$ cat src/rtl/hamming_serial_rx_if.sv
// Bus bundle for the Hamming(7,4) serial receiver: serial input strobe side and
// the valid/ready parallel output side, plus status pulses and error count.
interface hamming_serial_rx_if #(
  parameter int width = 8
);
  localparam int BLOCKS = width / 4;

  logic              serial_in;
  logic              serial_valid;
  logic              frame_start;
  logic [width-1:0]  out_data;
  logic              out_valid;
  logic              out_ready;
  logic [BLOCKS-1:0] out_corrected;
  logic              overrun;
  logic              sync_err;
  logic [7:0]        err_count;

  modport master (
    output serial_in, serial_valid, frame_start, out_ready,
    input  out_data, out_valid, out_corrected, overrun, sync_err, err_count
  );

  modport slave (
    input  serial_in, serial_valid, frame_start, out_ready,
    output out_data, out_valid, out_corrected, overrun, sync_err, err_count
  );
endinterface

$ cat src/rtl/hamming_serial_rx.sv
// Hamming(7,4) serial frame receiver with single-bit correction and a 1-entry output buffer.
// Optional saturating corrected-block counter enabled by defining HAMMING_ERR_CNT_EN.
module hamming_serial_rx #(
  parameter int width = 8
) (
  input  logic                clk,
  input  logic                rst,
  hamming_serial_rx_if.slave  bus
);
  localparam int BLOCKS = width / 4;
  localparam int N      = 7 * BLOCKS;
  localparam int CW     = $clog2(N + 1);

  typedef enum logic [0:0] {IDLE, RECV} state_t;

  state_t            state_q, state_d;
  logic [CW-1:0]     cnt_q, cnt_d;
  logic [N-1:0]      shreg_q, shreg_d;
  logic [width-1:0]  data_q, data_d, data_new;
  logic [BLOCKS-1:0] corr_q, corr_d, corr_new;
  logic              valid_q, valid_d;
  logic              overrun_q, overrun_d;
  logic              sync_err_q, sync_err_d;
  logic              frame_done;
`ifdef HAMMING_ERR_CNT_EN
  logic [7:0]        err_q, err_d;
`endif

  // Per-block syndrome decode; result packs {corrected flags, data}.
  function automatic logic [BLOCKS+width-1:0] decode(input logic [N-1:0] f);
    logic [width-1:0]  d;
    logic [BLOCKS-1:0] c;
    logic [3:0]        nib;
    logic [2:0]        syn;
    d = '0;
    c = '0;
    for (int b = 0; b < BLOCKS; b++) begin
      nib    = f[7*b +: 4];
      syn[0] = f[7*b+4] ^ nib[3] ^ nib[2] ^ nib[0];
      syn[1] = f[7*b+5] ^ nib[3] ^ nib[1] ^ nib[0];
      syn[2] = f[7*b+6] ^ nib[2] ^ nib[1] ^ nib[0];
      case (syn)
        3'b101:  nib[2] = ~nib[2];
        3'b111:  nib[0] = ~nib[0];
        3'b011:  nib[3] = ~nib[3];
        3'b110:  nib[1] = ~nib[1];
        default: ;
      endcase
      d[4*b +: 4] = nib;
      c[b]        = |syn;
    end
    return {c, d};
  endfunction

`ifdef HAMMING_ERR_CNT_EN
  function automatic logic [7:0] sat_add(input logic [7:0] a, input logic [BLOCKS-1:0] c);
    logic [8:0] s;
    s = {1'b0, a} + 9'($countones(c));
    return s[8] ? 8'hFF : s[7:0];
  endfunction
`endif

  always_comb begin
    state_d    = state_q;
    cnt_d      = cnt_q;
    shreg_d    = shreg_q;
    data_d     = data_q;
    corr_d     = corr_q;
    valid_d    = valid_q;
    overrun_d  = 1'b0;
    sync_err_d = 1'b0;
    frame_done = 1'b0;
`ifdef HAMMING_ERR_CNT_EN
    err_d      = err_q;
`endif

    // frame_start always restarts, even mid-frame; plain bits only count inside a frame
    if (bus.serial_valid) begin
      if (bus.frame_start) begin
        shreg_d    = {bus.serial_in, shreg_q[N-1:1]};
        state_d    = RECV;
        cnt_d      = CW'(1);
        sync_err_d = (state_q == RECV);
      end else if (state_q == RECV) begin
        shreg_d = {bus.serial_in, shreg_q[N-1:1]};
        if (cnt_q == CW'(N - 1)) begin
          state_d    = IDLE;
          cnt_d      = '0;
          frame_done = 1'b1;
        end else begin
          cnt_d = cnt_q + CW'(1);
        end
      end
    end

    {corr_new, data_new} = decode(shreg_d);

    if (valid_q && bus.out_ready) valid_d = 1'b0;

    // A full, unaccepted buffer keeps its word; otherwise the new frame overwrites it
    if (frame_done) begin
      if (valid_q && !bus.out_ready) begin
        overrun_d = 1'b1;
      end else begin
        valid_d = 1'b1;
        data_d  = data_new;
        corr_d  = corr_new;
`ifdef HAMMING_ERR_CNT_EN
        err_d   = sat_add(err_q, corr_new);
`endif
      end
    end
  end

  always_ff @(posedge clk or negedge rst) begin
    if (!rst) begin
      state_q    <= IDLE;
      cnt_q      <= '0;
      shreg_q    <= '0;
      data_q     <= '0;
      corr_q     <= '0;
      valid_q    <= 1'b0;
      overrun_q  <= 1'b0;
      sync_err_q <= 1'b0;
`ifdef HAMMING_ERR_CNT_EN
      err_q      <= '0;
`endif
    end else begin
      state_q    <= state_d;
      cnt_q      <= cnt_d;
      shreg_q    <= shreg_d;
      data_q     <= data_d;
      corr_q     <= corr_d;
      valid_q    <= valid_d;
      overrun_q  <= overrun_d;
      sync_err_q <= sync_err_d;
`ifdef HAMMING_ERR_CNT_EN
      err_q      <= err_d;
`endif
    end
  end

  assign bus.out_data      = data_q;
  assign bus.out_corrected = corr_q;
  assign bus.out_valid     = valid_q;
  assign bus.overrun       = overrun_q;
  assign bus.sync_err      = sync_err_q;
`ifdef HAMMING_ERR_CNT_EN
  assign bus.err_count     = err_q;
`else
  assign bus.err_count     = 8'h00;
`endif

endmodule

$ cat src/flat_wrapper.sv
// flat-port wrapper written by rule: the top's interface ports become plain ports
module hamming_serial_rx_flat 
#(
  parameter int width = 8
)
  (clk, rst, bus_serial_in, bus_serial_valid, bus_frame_start, bus_out_ready, bus_out_data, bus_out_valid, bus_out_corrected, bus_overrun, bus_sync_err, bus_err_count);
  hamming_serial_rx_if #(.width(width)) bus_i ();
  input  logic clk;
  input  logic rst;
  input wire logic [$bits(bus_i.serial_in)-1:0] bus_serial_in;
  input wire logic [$bits(bus_i.serial_valid)-1:0] bus_serial_valid;
  input wire logic [$bits(bus_i.frame_start)-1:0] bus_frame_start;
  input wire logic [$bits(bus_i.out_ready)-1:0] bus_out_ready;
  output wire logic [$bits(bus_i.out_data)-1:0] bus_out_data;
  output wire logic [$bits(bus_i.out_valid)-1:0] bus_out_valid;
  output wire logic [$bits(bus_i.out_corrected)-1:0] bus_out_corrected;
  output wire logic [$bits(bus_i.overrun)-1:0] bus_overrun;
  output wire logic [$bits(bus_i.sync_err)-1:0] bus_sync_err;
  output wire logic [$bits(bus_i.err_count)-1:0] bus_err_count;
  assign bus_i.serial_in = bus_serial_in;
  assign bus_i.serial_valid = bus_serial_valid;
  assign bus_i.frame_start = bus_frame_start;
  assign bus_i.out_ready = bus_out_ready;
  assign bus_out_data = bus_i.out_data;
  assign bus_out_valid = bus_i.out_valid;
  assign bus_out_corrected = bus_i.out_corrected;
  assign bus_overrun = bus_i.overrun;
  assign bus_sync_err = bus_i.sync_err;
  assign bus_err_count = bus_i.err_count;
  hamming_serial_rx #(.width(width)) u_core (.clk(clk), .rst(rst), .bus(bus_i));
endmodule
$ cat config.mk
export PLATFORM = sky130hd
export DESIGN_NAME = hamming_serial_rx_flat
export DESIGN_NICKNAME = d
export VERILOG_FILES = /design/src/rtl/hamming_serial_rx_if.sv /design/src/rtl/hamming_serial_rx.sv /design/src/flat_wrapper.sv
export SDC_FILE = /design/constraint.sdc
export NUM_CORES = 1
export LEC_CHECK = 0
export CAP_MARGIN = 20
export CORE_UTILIZATION = 40
export DETAILED_ROUTE_END_ITERATION = 8
export PLACE_DENSITY = 0.76
export SLEW_MARGIN = 5
export SYNTH_ARGS = -nofsm -noshare
export SYNTH_HDL_FRONTEND = slang
export SYNTH_SLANG_ARGS = --single-unit
$ cat constraint.sdc
create_clock -name clk -period 2 [get_ports clk]
set_input_delay 0.3 -clock clk [delete_from_list [all_inputs] [get_ports clk]]
set_output_delay 0.3 -clock clk [all_outputs]
set_load 0.005 [all_outputs]
==> results by group <==
Global routing
  • GRT Resource Usage Total: 0.1606
  • First-pass GRT wire length: 6182 um
  • Initial antenna violation count: 0
  • Aggregate global routing overflow: 0
  • Vias in the first global route: 1356
  • Largest net degree at the start of global routing: 33

Clocking
  • Worst-skew pair later-pin latency: 290 ps
  • Clock Path Buffers: 2
  • Clock tree root buffer cell: clkbuf_8
  • Cts hold-fix bufs: 0
  • Worst-path clk slew: 60 ps
  • CTS HTree Levels: 2
  • CTS Buf Count: 5
  • CTS Sinks: 32
  • CTS tree: built

Critical path
  • WP data required: 2170 ps
  • Critical Path AT: 2180 ps
  • Max FO, Critical Path: 4
  • Endpoint type of the worst setup path: flip-flop
  • WS Path Type: flip-flop to flip-flop
  • Kind of start point of the critical path: flip-flop

Detailed routing
  • Initial DRC count: 82
  • DRT Wirelength: 3646 um
  • Vias: 1370
  • DR DRC count: 0
  • Vias per cell: 4.910
  • Antenna Violating Nets Remaining: 0
  • Wire length per cell: 13.07 um
  • DR pass1 iterations: 4

Timing
  • Final Hold Viols: 0
  • Endpoints failing setup: 1
  • RSZ-0062 raised after global routing: yes
  • Max Freq: 0.4971 GHz
  • Slew Viols, Final: 0
  • Period utilisation layout: 1.006
  • Final worst slack: -11.72 ps
  • Final setup skew: 10.71 ps
  • Min Hold Slack: 414.4 ps
  • Final min period: 2012 ps

Power
  • VDD IR max: 0.0007809 V
  • PwrDens: 1684 nW/um^2
  • Leak: 0.001145 uW

Outcome
  • Outcome: complete, but fails checks
  • Failing checks: negative setup slack

Placement
  • Post-DP HPWL: 2466 um
  • PortBufs: 18
  • Setup WS pre-CTS: -428.9 ps
  • Final GP Congestion: 0.8107

Finish
  • Ant diodes: 0
  • Register area: 800.8 um^2
  • Area Overhead vs Synth: 29.76%
  • Nets: 232
  • # fillers: 406
  • Layout cells sized above 1: 0.3156
  • Multi-input logic area: 1092 um^2

Floorplanning
  • Initial Util: 0.4149
  • Std cell rows: 25
  • Die Footprint: 5150 um^2
  • IO Pins: 27
  • Core area: 4692 um^2
  • Die width: 71.77 um
  • Die height: 71.77 um

Run
  • MaxCap Viol Count: 0

Yosys
  • Post-synthesis instance total: 177
  • Syn avg cell area: 11.00 um^2
  • Synth Flop Type: dfrtp_1
  • Cell area after synthesis: 1947 um^2
  • Sequential area share after synthesis: 0.4113
  • Yosys warns: 0
  • Number of synthesized flops with an enable pin: 0
  • Netlist cell types: 41
  • Synthesized flop and latch total: 32
  • Ys async rst share: 1.000

Hold path
  • Hold Path Class: input port to async pin
-- state kept, by name, indices dropped and copies added (netlist names) --
signal / cells
u_core.bus.out_valid: 1
u_core.state_q: 1
u_core.bus.sync_err: 1
u_core.bus.out_data: 8
u_core.bus.overrun: 1
u_core.bus.out_corrected: 2
u_core.cnt_q: 4
u_core.shreg_q: 14
-- routing by layer --
metal	up-vias	share of wire	GRT usage
met5	-	0	0
li1	672	-	-
met4	0	0.019	0.07190
met2	18	0.52	0.2799
met1	673	0.44	0.1850
met3	7	0.024	0.04219
-- kinds of logic after synthesis --
| kind of cell | share of synthesized area |
|---|---|
| flops | 0.4113 |
| simple gates | 0.1060 |
| fa+ha+maj | 0.01285 |
| compound gates | 0.07776 |
| mux | 0.1401 |
| buf+inv | 0.07390 |
| other cells | 0.001926 |
| xor+xnor | 0.1761 |
-- through the flow --
| stage | instance area (um^2) | std cells | TNS [ps] | power [uW] | utilization |
|---|---|---|---|---|---|
| 4_1_cts | 2489 | 279 | -16.28 | 4156 | 0.5304 |
| 6_report | 2526 | 279 | -11.72 | 4254 | 0.5384 |
| 2_1_floorplan | 1973 | 184 | 0 | 2771 | - |
| 3_3_place_gp | 2261 | 260 | -2972 | 3460 | 0.4819 |
| 5_1_grt | 2526 | 279 | -488.1 | 4578 | 0.5384 |
| 3_5_place_dp | 2261 | 260 | -3376 | 3509 | 0.4819 |
-- critical path, cell delays in order, from the launching register on --
cell and delay (ps):
dfrtp_1 410, o21ai_4 150, buf_6 120, buf_8 110, mux2i_4 220, xnor3_2 490, nand3_2 90, xnor2_1 60
mux2_4 250
-- cells in the mapped netlist (2+ instances only) --
master	instances	share of area
mux2i_1	9	0.046
nor2_1	7	0.013
buf_4	9	0.035
o21ai_1	3	0.0077
and3_1	4	0.013
buf_2	2	0.0051
nor3b_2	2	0.013
nand3_1	2	0.0051
nand2b_1	3	0.0096
nand2_1	16	0.031
a31oi_1	2	0.0064
xor2_1	7	0.031
o31ai_1	2	0.0077
ha_1	2	0.013
a21oi_1	5	0.013
nor3_1	2	0.0051
clkbuf_1	3	0.0058
inv_1	5	0.0096
dfrtp_1	32	0.41
xnor2_1	18	0.081
xnor3_1	3	0.035
buf_6	2	0.012
mux2_2	13	0.075
o21ai_0	6	0.015
o22ai_1	2	0.0064
-- layout by cell type, fill, tap and decap left out, types with 3 or more instances in the layout --
cell type | netlist | layout
dfrtp_1 | 32 | 32
buf_4 | 9 | 28
xnor2_1 | 18 | 17
nand2_1 | 16 | 16
clkdlybuf4s50_1 | 0 | 16
mux2_2 | 13 | 12
conb_1 | 1 | 8
nor2_1 | 7 | 7
xor2_1 | 7 | 7
o21ai_0 | 6 | 6
clkbuf_8 | 0 | 6
inv_1 | 5 | 5
mux2i_1 | 9 | 5
a21oi_1 | 5 | 5
and3_1 | 4 | 4
mux2i_4 | 1 | 4
nand2b_1 | 3 | 3
o21ai_1 | 3 | 3
buf_6 | 2 | 3
-- power by group --
group / total [uW] / internal, uW / switching [uW]
sequential: 1140 / 859 / 279
clock: 516 / 280 / 235
combinational: 2600 / 1490 / 1110
total: 4250 / 2630 / 1620
-- layout make-up --
type	count	area share
Clock buffer	8	0.03566
Sequential cell	32	0.3170
Inverter	5	0.007429
Tap cell	54	0.02675
Timing Repair Buffer	51	0.1808
Multi-Input combinational cell	129	0.4324
-- timing repair --
item | 4_1_cts | 5_1_grt
endpoints found under the setup margin | 7 | 8
endpoints found under the hold margin | 0 | 0
pin swaps | 5 | 2
resized for setup | 13 | 6
setup buffers | 11 | 0
-- path summary, 6_finish.rpt --
kind                                             start                          end  slack [ps]  cells after the start
setup / recovery                        u_core.state_q       u_core.bus.out_data[7]         -10                      8
hold / removal                                     rst          u_core.bus.sync_err         410                      2
setup reg to reg                        u_core.state_q       u_core.bus.out_data[7]         -10                      8
hold reg to reg            u_core.bus.out_corrected[0]  u_core.bus.out_corrected[0]         480                      2
max in group asynchronous                          rst            u_core.shreg_q[0]        1280                      2
min in group clk           u_core.bus.out_corrected[0]  u_core.bus.out_corrected[0]         480                      2
(Power assumes the default switching activity.)
